### src/rtl/tetris_pkg.sv
// tetris_pkg
// Shared types and board constants for the falling-piece control logic.
//   move_e     : which single-step move a button event requests
//   mv_state_e : move controller handshake state
//   BOARD_*    : playfield geometry feeding the default coordinate bounds
package tetris_pkg;

  localparam int BOARD_W     = 10;
  localparam int BOARD_H     = 20;
  localparam int BOARD_X_MIN = 0;
  localparam int BOARD_X_MAX = BOARD_W - 1;
  localparam int BOARD_Y_MAX = BOARD_H - 1;

  typedef enum logic [2:0] {
    MV_NONE,
    MV_LEFT,
    MV_RIGHT,
    MV_DOWN,
    MV_ROT
  } move_e;

  typedef enum logic {
    MV_IDLE,
    MV_REQ
  } mv_state_e;

endpackage

### src/rtl/piece_move_ctrl_if.sv
// piece_move_ctrl_if
// Candidate handshake between the move controller and the collision checker.
//   cand_x/cand_y/cand_rot : proposed piece state (controller -> checker)
//   cand_valid             : a candidate is pending (controller -> checker)
//   cand_ready             : checker takes the candidate this cycle (checker -> controller)
//   cand_ok                : checker verdict, meaningful only with cand_valid && cand_ready
// Modports: master = move controller, slave = collision checker.
interface piece_move_ctrl_if #(
  parameter int X_W   = 5,
  parameter int Y_W   = 5,
  parameter int ROT_N = 4
);
  localparam int ROT_W = $clog2(ROT_N);

  logic [X_W-1:0]   cand_x;
  logic [Y_W-1:0]   cand_y;
  logic [ROT_W-1:0] cand_rot;
  logic             cand_valid;
  logic             cand_ready;
  logic             cand_ok;

  modport master (
    output cand_x, cand_y, cand_rot, cand_valid,
    input  cand_ready, cand_ok
  );

  modport slave (
    input  cand_x, cand_y, cand_rot, cand_valid,
    output cand_ready, cand_ok
  );

endinterface

### src/rtl/piece_move_ctrl_btn_repeat.sv
// btn_repeat
// Turns one level button into registered one-cycle move events.
// Optional feature macro: AUTO_REPEAT_EN (adds hold-to-repeat).
//   clk, rst_n : clock, asynchronous active-low reset
//   btn        : level button, already synchronous to clk
//   clr        : abandon any hold; the button must be released before it fires again
//   evt        : one-cycle event, registered on the edge that saw the press/repeat
module btn_repeat #(
  parameter int DAS_DELAY = 16,
  parameter int DAS_RATE  = 4
) (
  input  logic clk,
  input  logic rst_n,
  input  logic btn,
  input  logic clr,
  output logic evt
);

  if (DAS_DELAY < 2 || DAS_RATE < 1) begin : g_bad_cfg
    $error("btn_repeat: DAS_DELAY must be >= 2 and DAS_RATE >= 1");
  end

  logic btn_prev_q;
  logic evt_q;

`ifdef AUTO_REPEAT_EN
  localparam int CNT_MAX = (DAS_DELAY > DAS_RATE) ? DAS_DELAY : DAS_RATE;
  localparam int CNT_W   = $clog2(CNT_MAX + 1);

  // Down-counter: loaded with DAS_DELAY-1 on the press edge, so it reaches 0
  // exactly DAS_DELAY edges after the press; each repeat reloads DAS_RATE-1.
  // armed_q stops a button still held across a clr from repeating.
  logic [CNT_W-1:0] cnt_q;
  logic             armed_q;

  always_ff @(posedge clk or negedge rst_n) begin
    if (!rst_n) begin
      btn_prev_q <= 1'b0;
      evt_q      <= 1'b0;
      cnt_q      <= '0;
      armed_q    <= 1'b0;
    end else if (clr) begin
      btn_prev_q <= btn;
      evt_q      <= 1'b0;
      cnt_q      <= '0;
      armed_q    <= 1'b0;
    end else begin
      btn_prev_q <= btn;
      evt_q      <= 1'b0;
      if (!btn) begin
        cnt_q   <= '0;
        armed_q <= 1'b0;
      end else if (!btn_prev_q) begin
        evt_q   <= 1'b1;
        cnt_q   <= CNT_W'(DAS_DELAY - 1);
        armed_q <= 1'b1;
      end else if (armed_q) begin
        if (cnt_q == '0) begin
          evt_q <= 1'b1;
          cnt_q <= CNT_W'(DAS_RATE - 1);
        end else begin
          cnt_q <= cnt_q - CNT_W'(1);
        end
      end
    end
  end
`else
  // Rising-edge detect only; clr copies the live level so a held button
  // produces no edge until it is released and pressed again.
  always_ff @(posedge clk or negedge rst_n) begin
    if (!rst_n) begin
      btn_prev_q <= 1'b0;
      evt_q      <= 1'b0;
    end else if (clr) begin
      btn_prev_q <= btn;
      evt_q      <= 1'b0;
    end else begin
      btn_prev_q <= btn;
      evt_q      <= btn & ~btn_prev_q;
    end
  end
`endif

  assign evt = evt_q;

endmodule

### src/rtl/piece_move_ctrl.sv
// piece_move_ctrl
// Move controller for the falling piece: button events become single-step
// move/rotate candidates, offered to the collision checker over a
// valid/ready handshake, and committed only when the checker approves.
// Optional feature macro: AUTO_REPEAT_EN (hold-to-repeat in btn_repeat).
//   clk, rst_n                : clock, asynchronous active-low reset
//   btn_left/right/down/rot   : synchronous level buttons
//   load, load_x/y/rot        : spawn pulse and the state it loads
//   pos_x, pos_y, rot         : committed piece state
//   move_rej                  : one-cycle pulse, candidate rejected
//   lock                      : one-cycle pulse, a down move was refused
//   cand_if (master)          : candidate handshake to the collision checker
module piece_move_ctrl
  import tetris_pkg::*;
#(
  parameter int X_W       = 5,
  parameter int Y_W       = 5,
  parameter int ROT_N     = 4,
  parameter int X_MIN     = BOARD_X_MIN,
  parameter int X_MAX     = BOARD_X_MAX,
  parameter int Y_MAX     = BOARD_Y_MAX,
  parameter int X_SPAWN   = 4,
  parameter int Y_SPAWN   = 0,
  parameter int DAS_DELAY = 16,
  parameter int DAS_RATE  = 4,
  localparam int ROT_W    = $clog2(ROT_N)
) (
  input  logic             clk,
  input  logic             rst_n,
  input  logic             btn_left,
  input  logic             btn_right,
  input  logic             btn_down,
  input  logic             btn_rot,
  input  logic             load,
  input  logic [X_W-1:0]   load_x,
  input  logic [Y_W-1:0]   load_y,
  input  logic [ROT_W-1:0] load_rot,
  output logic [X_W-1:0]   pos_x,
  output logic [Y_W-1:0]   pos_y,
  output logic [ROT_W-1:0] rot,
  output logic             move_rej,
  output logic             lock,
  piece_move_ctrl_if.master cand_if
);

  localparam logic [X_W-1:0]   X_MIN_V   = X_W'(X_MIN);
  localparam logic [X_W-1:0]   X_MAX_V   = X_W'(X_MAX);
  localparam logic [Y_W-1:0]   Y_MAX_V   = Y_W'(Y_MAX);
  localparam logic [ROT_W-1:0] ROT_LAST  = ROT_W'(ROT_N - 1);

  logic evt_left, evt_right, evt_down, evt_rot;

  btn_repeat #(.DAS_DELAY(DAS_DELAY), .DAS_RATE(DAS_RATE)) u_rep_left (
    .clk(clk), .rst_n(rst_n), .btn(btn_left),  .clr(load), .evt(evt_left)
  );
  btn_repeat #(.DAS_DELAY(DAS_DELAY), .DAS_RATE(DAS_RATE)) u_rep_right (
    .clk(clk), .rst_n(rst_n), .btn(btn_right), .clr(load), .evt(evt_right)
  );
  btn_repeat #(.DAS_DELAY(DAS_DELAY), .DAS_RATE(DAS_RATE)) u_rep_down (
    .clk(clk), .rst_n(rst_n), .btn(btn_down),  .clr(load), .evt(evt_down)
  );
  btn_repeat #(.DAS_DELAY(DAS_DELAY), .DAS_RATE(DAS_RATE)) u_rep_rot (
    .clk(clk), .rst_n(rst_n), .btn(btn_rot),   .clr(load), .evt(evt_rot)
  );

  mv_state_e        state_q, state_d;
  move_e            mv_q, mv_d, mv_evt;
  logic [X_W-1:0]   pos_x_q, pos_x_d, cand_x_q, cand_x_d;
  logic [Y_W-1:0]   pos_y_q, pos_y_d, cand_y_q, cand_y_d;
  logic [ROT_W-1:0] rot_q, rot_d, cand_rot_q, cand_rot_d;
  logic             move_rej_q, move_rej_d, lock_q, lock_d;

  // Fixed priority left > right > down > rot; losers are simply dropped.
  always_comb begin
    mv_evt = MV_NONE;
    if (evt_left)       mv_evt = MV_LEFT;
    else if (evt_right) mv_evt = MV_RIGHT;
    else if (evt_down)  mv_evt = MV_DOWN;
    else if (evt_rot)   mv_evt = MV_ROT;
  end

  always_ff @(posedge clk or negedge rst_n) begin
    if (!rst_n) begin
      state_q    <= MV_IDLE;
      mv_q       <= MV_NONE;
      pos_x_q    <= X_W'(X_SPAWN);
      pos_y_q    <= Y_W'(Y_SPAWN);
      rot_q      <= '0;
      cand_x_q   <= '0;
      cand_y_q   <= '0;
      cand_rot_q <= '0;
      move_rej_q <= 1'b0;
      lock_q     <= 1'b0;
    end else begin
      state_q    <= state_d;
      mv_q       <= mv_d;
      pos_x_q    <= pos_x_d;
      pos_y_q    <= pos_y_d;
      rot_q      <= rot_d;
      cand_x_q   <= cand_x_d;
      cand_y_q   <= cand_y_d;
      cand_rot_q <= cand_rot_d;
      move_rej_q <= move_rej_d;
      lock_q     <= lock_d;
    end
  end

  // Bounds are checked on the committed position before the +/-1, so the
  // candidate arithmetic can never wrap. load overrides everything and
  // silently abandons a pending candidate.
  always_comb begin
    state_d    = state_q;
    mv_d       = mv_q;
    pos_x_d    = pos_x_q;
    pos_y_d    = pos_y_q;
    rot_d      = rot_q;
    cand_x_d   = cand_x_q;
    cand_y_d   = cand_y_q;
    cand_rot_d = cand_rot_q;
    move_rej_d = 1'b0;
    lock_d     = 1'b0;

    if (load) begin
      pos_x_d = load_x;
      pos_y_d = load_y;
      rot_d   = load_rot;
      state_d = MV_IDLE;
    end else begin
      unique case (state_q)
        MV_IDLE: begin
          case (mv_evt)
            MV_LEFT: begin
              if (pos_x_q > X_MIN_V) begin
                cand_x_d   = pos_x_q - X_W'(1);
                cand_y_d   = pos_y_q;
                cand_rot_d = rot_q;
                mv_d       = MV_LEFT;
                state_d    = MV_REQ;
              end
            end
            MV_RIGHT: begin
              if (pos_x_q < X_MAX_V) begin
                cand_x_d   = pos_x_q + X_W'(1);
                cand_y_d   = pos_y_q;
                cand_rot_d = rot_q;
                mv_d       = MV_RIGHT;
                state_d    = MV_REQ;
              end
            end
            MV_DOWN: begin
              if (pos_y_q < Y_MAX_V) begin
                cand_x_d   = pos_x_q;
                cand_y_d   = pos_y_q + Y_W'(1);
                cand_rot_d = rot_q;
                mv_d       = MV_DOWN;
                state_d    = MV_REQ;
              end else begin
                // Already on the floor: the piece lands without asking the checker.
                lock_d = 1'b1;
              end
            end
            MV_ROT: begin
              cand_x_d   = pos_x_q;
              cand_y_d   = pos_y_q;
              cand_rot_d = (rot_q == ROT_LAST) ? '0 : rot_q + ROT_W'(1);
              mv_d       = MV_ROT;
              state_d    = MV_REQ;
            end
            default: ;
          endcase
        end
        MV_REQ: begin
          if (cand_if.cand_ready) begin
            if (cand_if.cand_ok) begin
              pos_x_d = cand_x_q;
              pos_y_d = cand_y_q;
              rot_d   = cand_rot_q;
            end else begin
              move_rej_d = 1'b1;
              lock_d     = (mv_q == MV_DOWN);
            end
            state_d = MV_IDLE;
          end
        end
        default: state_d = MV_IDLE;
      endcase
    end
  end

  assign pos_x               = pos_x_q;
  assign pos_y               = pos_y_q;
  assign rot                 = rot_q;
  assign move_rej            = move_rej_q;
  assign lock                = lock_q;
  assign cand_if.cand_x      = cand_x_q;
  assign cand_if.cand_y      = cand_y_q;
  assign cand_if.cand_rot    = cand_rot_q;
  assign cand_if.cand_valid  = (state_q == MV_REQ);

endmodule
### src/flat_wrapper.sv
// flat-port wrapper written by rule: the top's interface ports become plain ports
module piece_move_ctrl_flat import tetris_pkg::*;
#(
  parameter int X_W       = 5,
  parameter int Y_W       = 5,
  parameter int ROT_N     = 4,
  parameter int X_MIN     = BOARD_X_MIN,
  parameter int X_MAX     = BOARD_X_MAX,
  parameter int Y_MAX     = BOARD_Y_MAX,
  parameter int X_SPAWN   = 4,
  parameter int Y_SPAWN   = 0,
  parameter int DAS_DELAY = 16,
  parameter int DAS_RATE  = 4,
  localparam int ROT_W    = $clog2(ROT_N)
)
  (clk, rst_n, btn_left, btn_right, btn_down, btn_rot, load, load_x, load_y, load_rot, pos_x, pos_y, rot, move_rej, lock, cand_if_cand_x, cand_if_cand_y, cand_if_cand_rot, cand_if_cand_valid, cand_if_cand_ready, cand_if_cand_ok);
  piece_move_ctrl_if #(.X_W(X_W), .Y_W(Y_W), .ROT_N(ROT_N)) cand_if_i ();
  input  logic clk;
  input  logic rst_n;
  input  logic btn_left;
  input  logic btn_right;
  input  logic btn_down;
  input  logic btn_rot;
  input  logic load;
  input  logic [X_W-1:0] load_x;
  input  logic [Y_W-1:0] load_y;
  input  logic [ROT_W-1:0] load_rot;
  output logic [X_W-1:0] pos_x;
  output logic [Y_W-1:0] pos_y;
  output logic [ROT_W-1:0] rot;
  output logic move_rej;
  output logic lock;
  output wire logic [$bits(cand_if_i.cand_x)-1:0] cand_if_cand_x;
  output wire logic [$bits(cand_if_i.cand_y)-1:0] cand_if_cand_y;
  output wire logic [$bits(cand_if_i.cand_rot)-1:0] cand_if_cand_rot;
  output wire logic [$bits(cand_if_i.cand_valid)-1:0] cand_if_cand_valid;
  input wire logic [$bits(cand_if_i.cand_ready)-1:0] cand_if_cand_ready;
  input wire logic [$bits(cand_if_i.cand_ok)-1:0] cand_if_cand_ok;
  assign cand_if_cand_x = cand_if_i.cand_x;
  assign cand_if_cand_y = cand_if_i.cand_y;
  assign cand_if_cand_rot = cand_if_i.cand_rot;
  assign cand_if_cand_valid = cand_if_i.cand_valid;
  assign cand_if_i.cand_ready = cand_if_cand_ready;
  assign cand_if_i.cand_ok = cand_if_cand_ok;
  piece_move_ctrl #(.X_W(X_W), .Y_W(Y_W), .ROT_N(ROT_N), .X_MIN(X_MIN), .X_MAX(X_MAX), .Y_MAX(Y_MAX), .X_SPAWN(X_SPAWN), .Y_SPAWN(Y_SPAWN), .DAS_DELAY(DAS_DELAY), .DAS_RATE(DAS_RATE)) u_core (.clk(clk), .rst_n(rst_n), .btn_left(btn_left), .btn_right(btn_right), .btn_down(btn_down), .btn_rot(btn_rot), .load(load), .load_x(load_x), .load_y(load_y), .load_rot(load_rot), .pos_x(pos_x), .pos_y(pos_y), .rot(rot), .move_rej(move_rej), .lock(lock), .cand_if(cand_if_i));
endmodule
### config.mk
export PLATFORM = sky130hd
export DESIGN_NAME = piece_move_ctrl_flat
export DESIGN_NICKNAME = d
export VERILOG_FILES = /design/src/rtl/tetris_pkg.sv /design/src/rtl/piece_move_ctrl_if.sv /design/src/rtl/piece_move_ctrl_btn_repeat.sv /design/src/rtl/piece_move_ctrl.sv /design/src/flat_wrapper.sv
export SDC_FILE = /design/constraint.sdc
export NUM_CORES = 1
export LEC_CHECK = 0
export CORE_ASPECT_RATIO = 0.9
export CORE_MARGIN = 1
export CORE_UTILIZATION = 52
export DETAILED_ROUTE_END_ITERATION = 8
export GPL_TIMING_DRIVEN = 0
export PLACE_DENSITY = 0.93
export SYNTH_ARGS = -nofsm -noshare
export SYNTH_HDL_FRONTEND = slang
export SYNTH_HIERARCHICAL = 1
export SYNTH_SLANG_ARGS = --single-unit
### constraint.sdc
create_clock -name clk -period 3.48 [get_ports clk]
set_input_delay 0.696 -clock clk [delete_from_list [all_inputs] [get_ports clk]]
set_output_delay 0.696 -clock clk [all_outputs]
set_load 0.005 [all_outputs]
==> results summary <==
The flow ran to the end, and the final reports show no timing, DRC or antenna violations. Wire segments on met3 add up to 358 µm in the final route. The number of synthesized register bits came out at 38.

The final setup skew came out at 0.00606 ns. The distinct cell type count of the synthesized netlist came out at 32. The critical path launch point type is an input pin.

The die outline area is 0.00384 mm². Static timing analysis puts the maximum clock frequency at 404 MHz. In the final routing, the length of wire on met1 measures 1860 µm. STA classifies the critical path endpoint as a flip-flop. The synthesized area came out at 0.00187 mm². The tree built by TritonCTS fans out to 38 sinks. The Yosys step of the flow raised 6 warnings. The number of remaining DRC errors is 0.

Tracing the worst setup path back leads to its startpoint at load. In the final timing run, aggregate negative setup slack is 0 ns. The clock tree from TritonCTS is done. The library cells used most frequently in the layout, excluding fill and tap cells, are sky130_fd_sc_hd__clkdlybuf4s50_1, sky130_fd_sc_hd__dfrtp_1, sky130_fd_sc_hd__nand2_1. The post-route antenna net violation count came out at 0. The maximum number of pins on one net before global-route repair is 39. The worst-case register-to-register setup slack came out at 1.20 ns. The endpoint identified for the worst register-to-register timing path is u_core/cand_if.cand_x[4]. After detailed routing, no signal wire sits above met4. sky130_fd_sc_hd__dfrtp_1 takes more of the synthesized area than any other cell. In this run the tightest slew margin relative to its limit is 45.3%. Clock tree synthesis selected as its root buffer the cell sky130_fd_sc_hd__clkbuf_8. CTS built an H-tree with a depth of 2. Of the available clock period, the critical path in the final layout requires 71.1%.

The startpoint identified for the worst register-to-register timing path is u_core/u_rep_left/evt. The source of the worst hold timing path is u_core/u_rep_rot/btn_prev_q. The final estimated routing congestion in global placement is 0.848.

Summing the sequential cell areas from Yosys gives 50.9% of the chip area. After floorplanning, the core was sized to cover 0.00340 mm². The remaining global-route overflow is 0. Setup repair after global routing left no endpoint under its margin. The final antenna diode count came out at 0. Buffers added to address setup during post-CTS repair amount to 0.

Counting every net in the synthesized netlist gives 210. Measured along the y axis, the die boundary spans 58.9 µm. Setup violations remaining at the end of the flow were counted as 0. The largest buffer count on any clock path is 2. The number of ports placed on the die boundary is 48. After floorplanning, the core was divided into 20 placement rows.

The number of buffers inserted by port buffering is 47. The detailed placer's ending HPWL came out at 3170 µm. The leading cell type in the layout, fill and taps excluded is sky130_fd_sc_hd__clkdlybuf4s50_1. In the routed layout, each cell is associated on average with a via count of 5.76. The post-cts hold buffer count is 0.

The routed layout has 1,614 vias. The critical path is of the in -> reg type. Synthesis produced 183 cells. After clock tree synthesis, the clock-pin slew on the worst setup and hold paths is 0.07 ns. The later pin in the worst-skew pair is clocked with a latency of 0.29 ns. The count of endpoints failing hold in the final timing report is 0. The number of clock buffers inserted by TritonCTS came out at 5. The number of design-rule violations left by the first detailed-router iteration came out at 96. Dividing total power by cell area gives a power density of 597 mW/mm².

The leakage power figure is 0.00109 µW. The final-stage net count is 264. The horizontal die dimension came out at 65.2 µm. Summing all flip-flop and latch instances after layout gives 952 µm². The transition at the pin with the smallest max-transition slack is 0.821 ns. The aggregate routed wire length is 4690 µm. The max-slew violation count came out at 0. The detail-routed net length per standard cell is 16.8 µm.

The post-route netlist has 7.20% of its cells at a drive strength greater than 1. The number of antenna violations at the first check in global routing came to 0. Max-cap violations in this run came to 0.

By area the synthesized netlist is led by sky130_fd_sc_hd__dfrtp_1, sky130_fd_sc_hd__mux2i_1, sky130_fd_sc_hd__o21ai_0. In this run the worst path has a maximum fanout of 10. The clock period minus final worst setup slack came out at 2.47 ns. The via count of the first global-routing pass came out at 1,574. The number of gates resized after CTS is 0. The initial utilization of the core area, before any placement, comes to 55.0%. In this run the worst hold path is classified as reg -> reg. The area share of the largest cell type after synthesis is 49.5%. In this run the worst setup path terminates at u_core/cand_if.cand_y[4]. Global routing consumed, over all layers together, 26.7% of the routing resources.

The met2 routed wirelength is 2380 µm. The logic depth of the worst register-to-register path came out at 8. The number of fill cells came out at 274. The mean cell area of the mapped netlist came out at 10.2 µm². Hold timing on the final database bottoms out at a slack of 0.426 ns.

Data on the critical path is required at its endpoint by 3.62 ns. The multi-input logic area came out at 858 µm². The critical path data arrival time came out at 2.61 ns. The worst ir drop on vdd came out at 0.347 mV.

The synthesis-to-layout area growth came out at 32.2%. The first detailed-routing pass ran for 4 iterations. The first global-routing pass estimated 7420 µm of wire.
-- logic make-up (layout without fill, tap and decap cells) --
group | after synthesis | after routing | synth area share [%]
XOR/XNOR | 8 | 8 | 3.75
multiplexers | 19 | 19 | 10.4
flip-flops | 38 | 38 | 50.9
buffers and inverters | 13 | 66 | 3.21
AND/OR/NAND/NOR | 56 | 56 | 14.4
AO/OA/AOI/OAI | 43 | 43 | 12.8
adder cells (fa/ha/maj) | 6 | 6 | 4.41
-- registers in the layout (all words and copies together), names as in the netlist, 2 cells and up --
name,cells
u_core/cand_if.cand_x,5
u_core/cand_if.cand_y,5
u_core/pos_x,5
u_core/pos_y,5
u_core/mv_q,3
u_core/cand_if.cand_rot,2
u_core/rot,2
-- area by class of cell --
class,count,area share [%]
buffer,8,1.67
clock buffer,6,3.34
inverter,5,0.759
multi-input combinational,132,34.7
sequential,38,38.5
tap,44,2.23
timing repair buffer,47,18.8
-- critical path, cell delays in order --
cell and delay, ns:
sky130_fd_sc_hd__clkdlybuf4s50_1 0.61, sky130_fd_sc_hd__clkbuf_1 0.41, sky130_fd_sc_hd__nor2_1 0.14, sky130_fd_sc_hd__o2111ai_1 0.15
sky130_fd_sc_hd__clkbuf_1 0.41, sky130_fd_sc_hd__o21ai_0 0.20
-- Yosys cell counts (all sizes together) --
library cell	count
o21ai	30
nand3	1
inv	5
o31a	1
nand4b	1
o31ai	1
buf	4
dfrtp	37
nor2	10
and2	1
a31oi	2
nand2b	3
o2111ai	1
a211oi	1
nor3	3
mux2i	18
nand2	31
ha	5
fa	1
xnor2	5
nand4	2
a21o	1
a211o	1
nor3b	4
a21oi	4
clkbuf	4
dfstp	1
a221oi	1
mux2	1
xor2	3
-- metrics by stage --
stage | std cells | setup WS [ns] | area, µm² | total power, µW | utilization (%)
after detailed placement | 274 | 0.775 | 2390 | 1180 | 70.3
after global placement | 274 | 0.800 | 2400 | 1150 | 70.4
after CTS | 280 | 1.07 | 2470 | 1480 | 72.7
final | 280 | 1.01 | 2470 | 1480 | 72.7
after global routing | 280 | 0.896 | 2470 | 1570 | 72.7
after floorplan | 183 | 1.57 | 1870 | 884 | -
-- metal layers --
layer  global-route usage, %  vias to the layer above
li1                        -                      740
met1                    33.0                      784
met5                       0                        -
met3                    6.01                       12
met2                    45.9                       78
met4                    9.94                        0
-- where the power goes --
part | internal (µW) | switching, µW | leakage [µW]
registers | 549 | 116 | 0.000480
clock network | 153 | 144 | 0.0000431
logic | 304 | 212 | 0.000571
total | 1010 | 471 | 0.00109
-- how the worst min path moves through the flow --
stage / slack, ns / to / cells after the start
final: 0.43 / u_core/u_rep_rot/evt / 1
after global routing: 0.44 / u_core/u_rep_left/evt / 1
after CTS: 0.43 / u_core/u_rep_rot/evt / 1
after detailed placement: 0.42 / u_core/u_rep_rot/evt / 1
after global placement: 0.40 / u_core/u_rep_right/evt / 1
after floorplan: 0.40 / u_core/cand_if.cand_rot[0] / 0
Note: power is estimated with default switching activity, not from simulation.
